$ cat src/rtl/pe_pkg.sv
`default_nettype none
// ---------------------------------------------------------------------------
// pe_pkg: shared widths, FSM state type and saturation bounds for pe_mac_simd
// Rev 1.0
// ---------------------------------------------------------------------------
package pe_pkg;

  localparam int PE_DW = 8;
  localparam int PE_AW = 32;

  typedef enum logic [0:0] {
    IDLE  = 1'b0,
    ACCUM = 1'b1
  } pe_state_t;

  // Largest representable value of an aw-bit accumulator, LSB-aligned in 64 bits.
  function automatic logic [63:0] SAT_MAX(input int aw, input logic sgn);
    logic [63:0] v;
    v = '0;
    for (int i = 0; i < 64; i++) begin
      if (i < aw - (sgn ? 1 : 0)) v[i] = 1'b1;
    end
    return v;
  endfunction

  function automatic logic [63:0] SAT_MIN(input int aw, input logic sgn);
    logic [63:0] v;
    v = '0;
    if (sgn) begin
      for (int i = 0; i < 64; i++) begin
        if (i >= aw - 1) v[i] = 1'b1;
      end
    end
    return v;
  endfunction

endpackage
`default_nettype wire

$ cat src/rtl/pe_mac_lane.sv
`default_nettype none
// ---------------------------------------------------------------------------
// pe_mac_lane: one lane multiply, extend and add; saturating when PE_SAT_EN
// Rev 1.0
// ---------------------------------------------------------------------------
module pe_mac_lane
  import pe_pkg::*;
#(
  parameter int DATA_WIDTH  = PE_DW,
  parameter int ACCUM_WIDTH = PE_AW
) (
  input  logic                   sgn_i,
  input  logic [DATA_WIDTH-1:0]  n_i,
  input  logic [DATA_WIDTH-1:0]  w_i,
  input  logic [ACCUM_WIDTH-1:0] acc_i,
  output logic [ACCUM_WIDTH-1:0] sum_o,
  output logic                   sat_o
);

  localparam int DW = DATA_WIDTH;
  localparam int AW = ACCUM_WIDTH;

  logic [2*DW-1:0] prod_u;
  logic [2*DW-1:0] prod_s;
  logic [AW-1:0]   ext;

  // Operands pre-extended to the product width so the low 2*DW bits are exact.
  assign prod_u = {{DW{1'b0}}, n_i} * {{DW{1'b0}}, w_i};
  assign prod_s = {{DW{n_i[DW-1]}}, n_i} * {{DW{w_i[DW-1]}}, w_i};

  if (AW > 2*DW) begin : g_ext_wide
    assign ext = sgn_i ? {{(AW-2*DW){prod_s[2*DW-1]}}, prod_s}
                       : {{(AW-2*DW){1'b0}}, prod_u};
  end else begin : g_ext_exact
    assign ext = sgn_i ? prod_s : prod_u;
  end

`ifdef PE_SAT_EN
  localparam logic [63:0] SMAX64 = SAT_MAX(AW, 1'b1);
  localparam logic [63:0] SMIN64 = SAT_MIN(AW, 1'b1);
  localparam logic [63:0] UMAX64 = SAT_MAX(AW, 1'b0);

  logic [AW:0] sum_w;

  assign sum_w = sgn_i ? ({acc_i[AW-1], acc_i} + {ext[AW-1], ext})
                       : ({1'b0, acc_i} + {1'b0, ext});

  always_comb begin
    sum_o = sum_w[AW-1:0];
    sat_o = 1'b0;
    if (sgn_i) begin
      if (sum_w[AW] != sum_w[AW-1]) begin
        sat_o = 1'b1;
        sum_o = sum_w[AW] ? SMIN64[AW-1:0] : SMAX64[AW-1:0];
      end
    end else if (sum_w[AW]) begin
      sat_o = 1'b1;
      sum_o = UMAX64[AW-1:0];
    end
  end
`else
  assign sum_o = acc_i + ext;
  assign sat_o = 1'b0;
`endif

endmodule
`default_nettype wire

$ cat src/rtl/pe_mac_simd.sv
`default_nettype none
// ---------------------------------------------------------------------------
// pe_mac_simd: SIMD systolic MAC PE with shadow result and drain chain.
// Optional saturating accumulation: define PE_SAT_EN.  Rev 1.0
// ---------------------------------------------------------------------------
module pe_mac_simd
  import pe_pkg::*;
#(
  parameter int DATA_WIDTH  = PE_DW,
  parameter int ACCUM_WIDTH = PE_AW,
  parameter int LANES       = 2
) (
  input  logic                         clk,
  input  logic                         rst,
  input  logic                         valid_in,
  input  logic                         last_in,
  input  logic                         signed_in,
  input  logic [LANES*DATA_WIDTH-1:0]  inp_north,
  input  logic [DATA_WIDTH-1:0]        inp_west,
  output logic [LANES*DATA_WIDTH-1:0]  outp_south,
  output logic [DATA_WIDTH-1:0]        outp_east,
  output logic                         valid_out,
  output logic                         last_out,
  output logic                         signed_out,
  input  logic [LANES*ACCUM_WIDTH-1:0] drain_in,
  input  logic                         drain_vld_in,
  input  logic                         drain_shift,
  input  logic                         drain_load,
  output logic [LANES*ACCUM_WIDTH-1:0] drain_out,
  output logic                         drain_vld_out,
  output logic                         overrun,
  output logic                         sat_flag
);

  localparam int DW = DATA_WIDTH;
  localparam int AW = ACCUM_WIDTH;
  localparam int VW = LANES*AW;

  logic [VW-1:0]       acc_q, acc_d, shadow_q, shadow_d, drain_q, drain_d, w_sum;
  logic                full_q, full_d, dvld_q, dvld_d, ovr_q, ovr_d, sat_q, sat_d;
  logic [LANES-1:0]    w_sat;
  pe_state_t           state_q, state_d;
  logic [LANES*DW-1:0] south_q;
  logic [DW-1:0]       east_q;
  logic                vld_q, last_q, sgn_q;

  for (genvar l = 0; l < LANES; l++) begin : g_lane
    pe_mac_lane #(.DATA_WIDTH(DW), .ACCUM_WIDTH(AW)) u_lane (
      .sgn_i (signed_in),
      .n_i   (inp_north[l*DW +: DW]),
      .w_i   (inp_west),
      .acc_i (acc_q[l*AW +: AW]),
      .sum_o (w_sum[l*AW +: AW]),
      .sat_o (w_sat[l])
    );
  end

  always_comb begin
    acc_d    = acc_q;
    shadow_d = shadow_q;
    full_d   = full_q;
    drain_d  = drain_q;
    dvld_d   = dvld_q;
    ovr_d    = ovr_q;
    sat_d    = sat_q;
    state_d  = state_q;
    if (valid_in) begin
      sat_d = sat_q | (|w_sat);
      if (last_in) begin
        shadow_d = w_sum;
        acc_d    = '0;
        state_d  = IDLE;
        if (full_q && !drain_load) ovr_d = 1'b1;
      end else begin
        acc_d   = w_sum;
        state_d = ACCUM;
      end
    end
    // The drain register always takes the pre-update shadow; a new tile
    // result arriving in the same cycle refills the shadow behind it.
    if (drain_load) begin
      drain_d = shadow_q;
      dvld_d  = full_q;
      full_d  = 1'b0;
    end else if (drain_shift) begin
      drain_d = drain_in;
      dvld_d  = drain_vld_in;
    end
    if (valid_in && last_in) full_d = 1'b1;
  end

  always_ff @(posedge clk) begin
    if (rst) begin
      acc_q    <= '0;
      shadow_q <= '0;
      full_q   <= 1'b0;
      drain_q  <= '0;
      dvld_q   <= 1'b0;
      ovr_q    <= 1'b0;
      sat_q    <= 1'b0;
      state_q  <= IDLE;
      south_q  <= '0;
      east_q   <= '0;
      vld_q    <= 1'b0;
      last_q   <= 1'b0;
      sgn_q    <= 1'b0;
    end else begin
      acc_q    <= acc_d;
      shadow_q <= shadow_d;
      full_q   <= full_d;
      drain_q  <= drain_d;
      dvld_q   <= dvld_d;
      ovr_q    <= ovr_d;
      sat_q    <= sat_d;
      state_q  <= state_d;
      south_q  <= inp_north;
      east_q   <= inp_west;
      vld_q    <= valid_in;
      last_q   <= last_in;
      sgn_q    <= signed_in;
    end
  end

  assign outp_south    = south_q;
  assign outp_east     = east_q;
  assign valid_out     = vld_q;
  assign last_out      = last_q;
  assign signed_out    = sgn_q;
  assign drain_out     = drain_q;
  assign drain_vld_out = dvld_q;
  assign overrun       = ovr_q;
  assign sat_flag      = sat_q;

endmodule
`default_nettype wire

$ cat config.mk
export PLATFORM = sky130hd
export DESIGN_NAME = pe_mac_simd
export DESIGN_NICKNAME = d
export VERILOG_FILES = /design/src/rtl/pe_pkg.sv /design/src/rtl/pe_mac_lane.sv /design/src/rtl/pe_mac_simd.sv
export SDC_FILE = /design/constraint.sdc
export NUM_CORES = 1
export LEC_CHECK = 0
export BUFFER_PORTS_ARGS = -buffer_cell sky130_fd_sc_hd__buf_2
export CAP_MARGIN = 20
export CORE_ASPECT_RATIO = 1.1
export CORE_MARGIN = 5
export CORE_UTILIZATION = 53
export CTS_CLUSTER_DIAMETER = 200
export DETAILED_ROUTE_END_ITERATION = 7
export GPL_TIMING_DRIVEN = 0
export PLACE_DENSITY = 0.81
export SYNTH_ARGS = -nofsm -noshare
export SYNTH_HDL_FRONTEND = slang
export SYNTH_SLANG_ARGS = --single-unit
$ cat constraint.sdc
create_clock -name clk -period 8.6 [get_ports clk]
set_clock_uncertainty 0.05 [all_clocks]
set_input_delay 1.29 -clock clk [delete_from_list [all_inputs] [get_ports clk]]
set_output_delay 1.29 -clock clk [all_outputs]
set_load 0.02 [all_outputs]
# Word level (Yosys, flattened, before mapping)

Index checks and enable logic that the tools add are counted.

Register bits: 222
Bits of input ports: 96
Output and inout bits: 94
Word-level logic and storage cells: 33

Add/subtract/negate cells: 2
Multipliers: 4
Multiplexer cells: 9
Reductions and logical operators: 7

Operators with widths:

| operator                                     | number |
|---|---|
| 64-bit two-way mux                           | 3 |
| 32-bit adder                                 | 2 |
| 8-bit by 8-bit multiplier with 16-bit output | 4 |
| 32-bit two-way mux                           | 2 |
| 1-bit two-way mux                            | 4 |
| 2-bit nonzero test                           | 2 |
| 3-bit AND reduction                          | 1 |
| 1-bit logical AND                            | 2 |
| 2-bit AND reduction                          | 1 |
| 1-bit logical NOT                            | 1 |

# Longest topological paths before layout

Gate-level depths: netlist of the first run.

Word-level depth: 4
Gate-level depth with buffers: 33

# Cells and area by module

From an unflattened synthesis of the first run, not the netlist that was laid out.

Cells, all modules: 2360
Area total of the unflattened synthesis: 20756.2 µm²

Modules (own cells, without submodules):

| module                          | instances | cells each | area each (µm²) | seq. area each (µm²) |
|---|---|---|---|---|
| pe_mac_simd                     | 1         | 936        | 9220.1          | 4464.3 |
| pe_mac_lane at g_lane[0].u_lane | 1         | 730        | 5829.3          | 0.0 |
| pe_mac_lane at g_lane[1].u_lane | 1         | 694        | 5706.7          | 0.0 |

# Least setup slack after synthesis of the first run

OpenSTA, ideal clock, no wires.

Kind: in2reg
From: in inp_west[2]
To: reg acc_q[63]
Setup time: 0.070 ns
Arrival time: 7.792 ns
Data required time: 8.480 ns
Slack: 0.687 ns
Cell stages on the path: 31
Path buffers: 1
Path through: clkbuf_1 nand2_1 fa_1 inv_1 fa_1 fa_1 inv_1 fa_1 inv_1 ha_1 a21o_1 a21oi_1 nor2b_1 o21a_1 o21ai_0 nand2b_1 a21oi_1 o21ai_0 xor2_1 mux2_2 ha_1 a21oi_1 o21ai_1 a311o_1 nor3_1 nor2_1 a211o_1 a211o_1 and3_4 or3_1 a21oi_1

Word-level cells in the longest chain between the ends: 4
Elaborated cells between the ends (all ways): 5
Those cells by class: add/sub: 1; mul: 2; mux: 2

RTL lines:

| element                                                                | line                                 | source |
|---|---|---|
| start: declaration                                                     | pe_mac_simd.sv:19                    | `input logic [DATA_WIDTH-1:0] inp_west,` |
| 8-bit by 8-bit multiplier with 16-bit output, on equally long branches | pe_mac_lane.sv:28, pe_mac_lane.sv:29 |  |
| 32-bit two-way mux *                                                   | pe_mac_lane.sv:32                    | `assign ext = sgn_i ? {{(AW-2*DW){prod_s[2*DW-1]}}, prod_s}` |
| 32-bit adder *                                                         | pe_mac_lane.sv:62                    | `assign sum_o = acc_i + ext;` |
| 64-bit two-way mux *                                                   | pe_mac_simd.sv:69                    | `if (last_in) begin` |
| end signal: assignment                                                 | pe_mac_simd.sv:94                    | `acc_q <= '0;` |
| end signal: assignment                                                 | pe_mac_simd.sv:108                   | `acc_q <= acc_d;` |
| end: declaration                                                       | pe_mac_simd.sv:39                    | `logic [VW-1:0] acc_q, acc_d, shadow_q, shadow_d, drain_q, drain_d, w_sum;` |

Mark *: on every way between the ends. The rest lies on a longest branch, timed or not.
A chain may end at the register's enable or synchronous reset.

# Final worst setup path of the first run

From: in inp_west[3]
To: reg shadow_q[31]

Word-level cells in the longest chain between the ends: 3
Elaborated cells between the ends (all ways): 4
Those cells by class: add/sub: 1; mul: 2; mux: 1

RTL lines:

| element                                                                | line                                 | source |
|---|---|---|
| 8-bit by 8-bit multiplier with 16-bit output, on equally long branches | pe_mac_lane.sv:28, pe_mac_lane.sv:29 |  |
| 32-bit two-way mux *                                                   | pe_mac_lane.sv:32                    |  |
| 32-bit adder *                                                         | pe_mac_lane.sv:62                    |  |
| end signal: assignment                                                 | pe_mac_simd.sv:109                   | `shadow_q <= shadow_d;` |
| end: declaration                                                       | pe_mac_simd.sv:39                    |  |

Marked as above.

==> results of run 1 <==
final timing paths:
check                       to  slack, ns  depth (start not counted)    startpoint
hold / removal    shadow_q[45]       0.41                          2  shadow_q[45]
setup reg to reg     acc_q[31]       5.29                         11      acc_q[7]
hold reg to reg   shadow_q[45]       0.41                          2  shadow_q[45]
setup / recovery  shadow_q[31]       0.36                         31   inp_west[3]
worst register-to-register path, stage by stage (launching register included):
cell and delay [ns]:
dfxtp_1 0.31, ha_1 0.39, nand3_1 0.12, or2_1 0.27, or4b_1 0.58, a211oi_2 0.30
o211ai_1 0.18, a21boi_1 0.24, a311o_1 0.20, a21oi_1 0.08, xnor2_1 0.29, o32ai_1 0.15
synthesized netlist by cell type, drive strengths merged (9+ instances only):
library cell  count  area [µm²]
and2             71         444
ha              178        2230
clkbuf           97         364
a21oi           192         965
inv             339        1270
nor2            268        1010
nor2b            43         269
o21ai            71         355
a22oi            43         323
o21a             20         150
nand2           206         773
a31oi             9        56.3
xnor2            66         578
xor2             41         359
a211oi           14         110
nand2b           24         150
nand3            11        55.1
nor3             23         120
o21bai           10        75.1
buf              14        56.3
fa              172        3440
dfxtp           222        4440
mux2i            65         651
a21o             45         338
metrics by stage:
step	hold WS, ns	worst slack [ns]	total power, mW	setup TNS [ns]	area (µm²)
after floorplan	0.387	0.687	5.05	0	19500
after global placement	0.396	-0.596	5.99	-3.24	21000
after detailed placement	0.401	-0.917	6.17	-8.12	21000
after CTS	0.409	0.0482	7.32	0	21900
after global routing	0.430	-0.0264	8.09	-0.0264	21900
final	0.410	0.357	7.44	0	21900
where the power goes:
part,switching (mW),total [mW],internal [mW],leakage [nW]
clock,0.440,1.07,0.635,0.393
sequential,0.137,1.40,1.26,1.82
combinational,2.97,4.96,1.99,8.62
routing by layer:
layer / share of wire (%) / vias to the layer above / track usage (%)
li1: - / 8083 / -
met1: 40 / 8109 / 31.0
met2: 48 / 650 / 43.7
met3: 7.8 / 147 / 3.20
met4: 3.7 / 0 / 9.04
met5: 0 / - / 0
flip-flops by register name, summed over array words and instances (netlist names):
| register | count |
|---|---|
| acc_q | 64 |
| drain_out | 64 |
| shadow_q | 64 |
| outp_south | 16 |
| outp_east | 8 |
| drain_vld_out | 1 |
| full_q | 1 |
| last_out | 1 |
| overrun | 1 |
| signed_out | 1 |
| valid_out | 1 |
final cells by class:
type | instances | area, µm² | area share, %
antenna | 1 | 2.50 | 0.0114
buffer | 111 | 440 | 2.01
clock buffer | 32 | 662 | 3.02
clock inverter | 11 | 148 | 0.674
inverter | 339 | 1280 | 5.84
multi-input combinational | 1687 | 13400 | 61.3
sequential | 222 | 4440 | 20.3
tap | 487 | 609 | 2.78
timing repair buffer | 176 | 903 | 4.12
cells by family after synthesis:
logic type               count (synthesis)
AND/OR/NAND/NOR                        693
adder cells (fa/ha/maj)                350
buffers and inverters                  450
XOR/XNOR                               107
AO/OA/AOI/OAI                          463
flip-flops                             222
multiplexers                            73
other                                    1
what timing repair did:
action / in CTS / in global routing
pin swaps: 0 / 2
setup buffers: 2 / 2
setup endpoints to repair: 3 / 21
resized for setup: 4 / 32
gates cloned: 0 / 0
==> impl_metrics.csv, run 1 <==
group,metric,value,unit
floorplan,design.core.area,36300,µm²
placement,gp_congestion,0.925,
critical_path,worstPathRequired,8.99,ns
sta,tightest_slew,0.924,ns
critical_path,crit_buf_inv,7,
synthesis,synth_xor_area_share,4.80,%
final_layout,final_common_cell,"inv_1",
grt,grt_max_degree,16,
floorplan,ios,190,
placement,dp.cells,3018,
grt,track_usage,24.8,%
critical_path,crit_path_max_fanout,10,
pwr,p_per_area,339,nW/µm²
synthesis,synth-main-ff-cell,"dfxtp_1",
synthesis,synth_edf_count,0,
route,drt_iter0_drc,1133,
critical_path,worst_path_most_repeated_cell,"fa_1",
route,wl,51200,µm
floorplan,fp.dieH,211,µm
clock_tree,cts-root-buf,"clkbuf_16",
min_path,hold_class,"flip-flop to flip-flop",
grt,grt_first_pass_wirelength,83900,µm
critical_path,cpPeakStageDelay,0.62,ns
synthesis,syn-mean-instance-area,8.28,µm²
clock_tree,clk-insertion-delay-late,0.53,ns
synthesis,synth_fp_nets,2805,
route,routedWlPerCell,16.7,µm
sta,min_period,8.24,ns
critical_path,cp-end-kind,"flip-flop",
run,max_cap_violations,0,
synthesis,synth_seq_cells,222,
route,viasPerCell,5.54,
synthesis,ys_seq_area_share,22.7,%
critical_path,path_delay_family,"compound AO/OA/AOI/OAI gates",
final_layout,utilization,60.4,%
clock_tree,cts_buffer_depth,3,
critical_path,critPathKind,"input port to flip-flop",
critical_path,arrival,8.63,ns
floorplan,dieArea,40800,µm²
floorplan,die_w,193,µm
final_layout,nets,3007,
sta,final_max_slew_viol_count,0,
sta,max_freq,0.121,GHz
clock_tree,ctsHoldBuffers,0,
grt,grt_pass1_vias,17710,
final_layout,area_delta_synth_final,12.2,%
route,dr.pass1.iters,5,
synthesis,synth-async-reset-ratio,0,%
critical_path,cp_slowest_cell,"fa_1",
pwr,ir_drop,0.000174,V
grt,antenna_found_initial,0,
final_layout,layout_common_cells,"336 x inv_1, 268 x nor2_1, 222 x dfxtp_1",
pwr,leakage,10.8,nW
floorplan,num_rows,73,
synthesis,syn-instance-count,2359,
clock_tree,htreeDepth,1,
synthesis,synth_fa_ha_area_share,29.0,%
grt,grt.overflow.total,0,
final_layout,fin_cells,3066,
synthesis,synth-compound-area-share,14.8,%
clock_tree,cts_made_buffers,24,
synthesis,ys_types,72,
floorplan,floorplan.initialDensity,53.9,%
synthesis,ys_warn_count,0,
synthesis,synth_top_family_by_area,"adder cells",
route,ant_nets,0,
clock_tree,path_clk_slew,0.07,ns
sta,setup_violations,0,
synthesis,synthesis.area,19500,µm²
route,drc_errors,0,
sta,hold_viol,0,
sta,max_slew_margin,38.4,%
synthesis,yosys.area_share.simple,16.2,%
placement,portBuffers,172,
status,status,"finished, final reports clean",
placement,post-dp-hpwl,41100,µm
clock_tree,cts_sinks,222,
final_layout,drive_above_1_share,9.78,%
clock_tree,cts_tree,"built",
route,via_count,16989,
synthesis,synth.area.mux_share,3.81,%
sta,post-route-period-util,95.9,%
critical_path,critPathLaunchType,"input port",
final_layout,num-fill-cells,3069,
No activity file was read; power rests on OpenSTA's default activity.
==> run 2, diff against run 1 <==
==> constraint.sdc (replaced) <==
create_clock -name clk -period 8.3 [get_ports clk]
set_clock_uncertainty 0.05 [all_clocks]
set_input_delay 1.245 -clock clk [delete_from_list [all_inputs] [get_ports clk]]
set_output_delay 1.245 -clock clk [all_outputs]
set_load 0.02 [all_outputs]
==> run 2 against run 1 <==
  * Global-route usage decreased by 0.080 points
  * Die area unchanged
  * Sequential power rose by 4%
  * Critical path depth did not move
  * Flip-flop and latch count is the same
  * Register-to-register slack got worse by 0.27 ns
  * Total power up 5.2%
  * Non-clock buffer count is 7 higher
  * Largest power group unchanged
  * Critical endpoint is now acc_q[31]
==> impl_metrics.csv, run 2 (synthesized netlist as in run 1, its figures left out) <==
group,metric,value,unit
status,status,"finished, final reports clean",
final_layout,final_area,22000,µm²
critical_path,critPathKind,"input port to flip-flop",
placement,portBuffers,172,
final_layout,nets,3014,
grt,grt_first_pass_wirelength,83700,µm
sta,post-route-period-util,96.8,%
clock_tree,ctsHoldBuffers,0,
floorplan,fp.dieH,211,µm
route,dr.pass1.iters,5,
grt,grt_pass1_vias,17691,
clock_tree,clk-insertion-delay-late,0.54,ns
route,drt_iter0_drc,1132,
final_layout,area_delta_synth_final,12.8,%
critical_path,arrival,8.37,ns
sta,final_max_slew_viol_count,0,
placement,placed_area,21000,µm²
sta,hold_viol,0,
floorplan,die_w,193,µm
floorplan,num_rows,73,
sta,max_slew_margin,36.0,%
sta,tightest_slew,0.960,ns
grt,track_usage,24.7,%
clock_tree,cts_tree,"built",
floorplan,dieArea,40800,µm²
critical_path,cp_slowest_cell,"fa_1",
final_layout,antenna_cells,0,
critical_path,cp-end-kind,"flip-flop",
critical_path,critPathLaunchType,"input port",
floorplan,ios,190,
route,wl,51600,µm
grt,grt_max_degree,18,
critical_path,worst_path_most_repeated_cell,"fa_1",
final_layout,fin_cells,3072,
clock_tree,cts_buffer_depth,3,
critical_path,path_delay_family,"compound AO/OA/AOI/OAI gates",
min_path,hold_class,"flip-flop to flip-flop",
sta,holdWs,0.408,ns
clock_tree,cts-root-buf,"clkbuf_16",
floorplan,design.core.area,36300,µm²
route,via_count,16999,
critical_path,cpPeakStageDelay,0.55,ns
route,viasPerCell,5.53,
route,ant_nets,0,
critical_path,crit_buf_inv,7,
placement,dp.cells,3018,
final_layout,drive_above_1_share,10.8,%
critical_path,worstPathRequired,8.64,ns
pwr,p_per_area,355,nW/µm²
route,routedWlPerCell,16.8,µm
sta,min_period,8.03,ns
placement,gp_congestion,0.925,
final_layout,layout_common_cells,"336 x inv_1, 268 x nor2_1, 222 x dfxtp_1",
sta,max_freq,0.124,GHz
clock_tree,cts_made_buffers,24,
critical_path,crit_path_max_fanout,10,
final_layout,final_common_cell,"inv_1",
route,drc_errors,0,
grt,grt.overflow.total,0,
pwr,ir_drop,0.000180,V
clock_tree,htreeDepth,1,
sta,worst_slack,0.266,ns
final_layout,utilization,60.8,%
clock_tree,cts_sinks,222,
pwr,leakage,10.9,nW
run,max_cap_violations,0,
clock_tree,path_clk_slew,0.06,ns
grt,antenna_found_initial,0,
placement,pre_cts_ws,-1.17,ns
floorplan,floorplan.initialDensity,53.9,%
sta,setup_violations,0,
placement,post-dp-hpwl,41100,µm
## run 2: layer usage
| metal | GRT usage [%] | vias to the layer above | wire length, µm |
|---|---|---|---|
| li1 | - | 8084 | - |
| met1 | 30.9 | 8109 | 21100 |
| met2 | 43.8 | 672 | 25200 |
| met3 | 3.05 | 134 | 3590 |
| met4 | 8.84 | 0 | 1760 |
| met5 | 0 | - | 0 |
## run 2: worst paths after layout
path,start,end,slack (ns),depth (start not counted)
worst min-delay path,shadow_q[45],shadow_q[45],0.41,2
worst max-delay path,inp_west[2],acc_q[31],0.27,31
worst max register to register,acc_q[0],shadow_q[30],5.02,13
worst min register to register,shadow_q[45],shadow_q[45],0.41,2
## run 2: layout make-up
type,count,area [µm²]
buffer,109,459
clock buffer,32,662
clock inverter,11,148
fill,3066,14200
inverter,339,1280
multi-input combinational,1687,13500
sequential,222,4440
tap,487,609
timing repair buffer,185,973
## run 2: repair_timing
action / CTS / global route
buffers inserted: 2 / 11
pin swaps: 0 / 6
resized for setup: 7 / 65
endpoints found under the setup margin: 13 / 24
## run 2: worst register-to-register path, cell delays in order (launching register included)
cell and delay, ns:
dfxtp_1 0.31, ha_1 0.23, inv_1 0.08, fa_1 0.21
nor2b_1 0.06, o21a_1 0.18, o21a_1 0.20, o31a_1 0.29
nor3_2 0.37, o211ai_1 0.22, a41oi_1 0.41, o21ai_1 0.19
nor4b_1 0.28, a211o_1 0.14
## run 2: per-stage QoR
stage	total power, mW	setup TNS, ns
6_report	7.82	0
5_1_grt	8.51	-0.0708
4_1_cts	7.59	0
3_5_place_dp	6.39	-17.53
3_3_place_gp	6.20	-9.92
2_1_floorplan	5.24	0
## run 2: power by group
group	total (mW)	switching (mW)	internal (mW)	leakage (nW)
Clock	1.11	0.456	0.658	0.393
Sequential	1.45	0.143	1.31	1.82
Combinational	5.26	3.11	2.15	8.71
Total	7.82	3.71	4.11	10.9
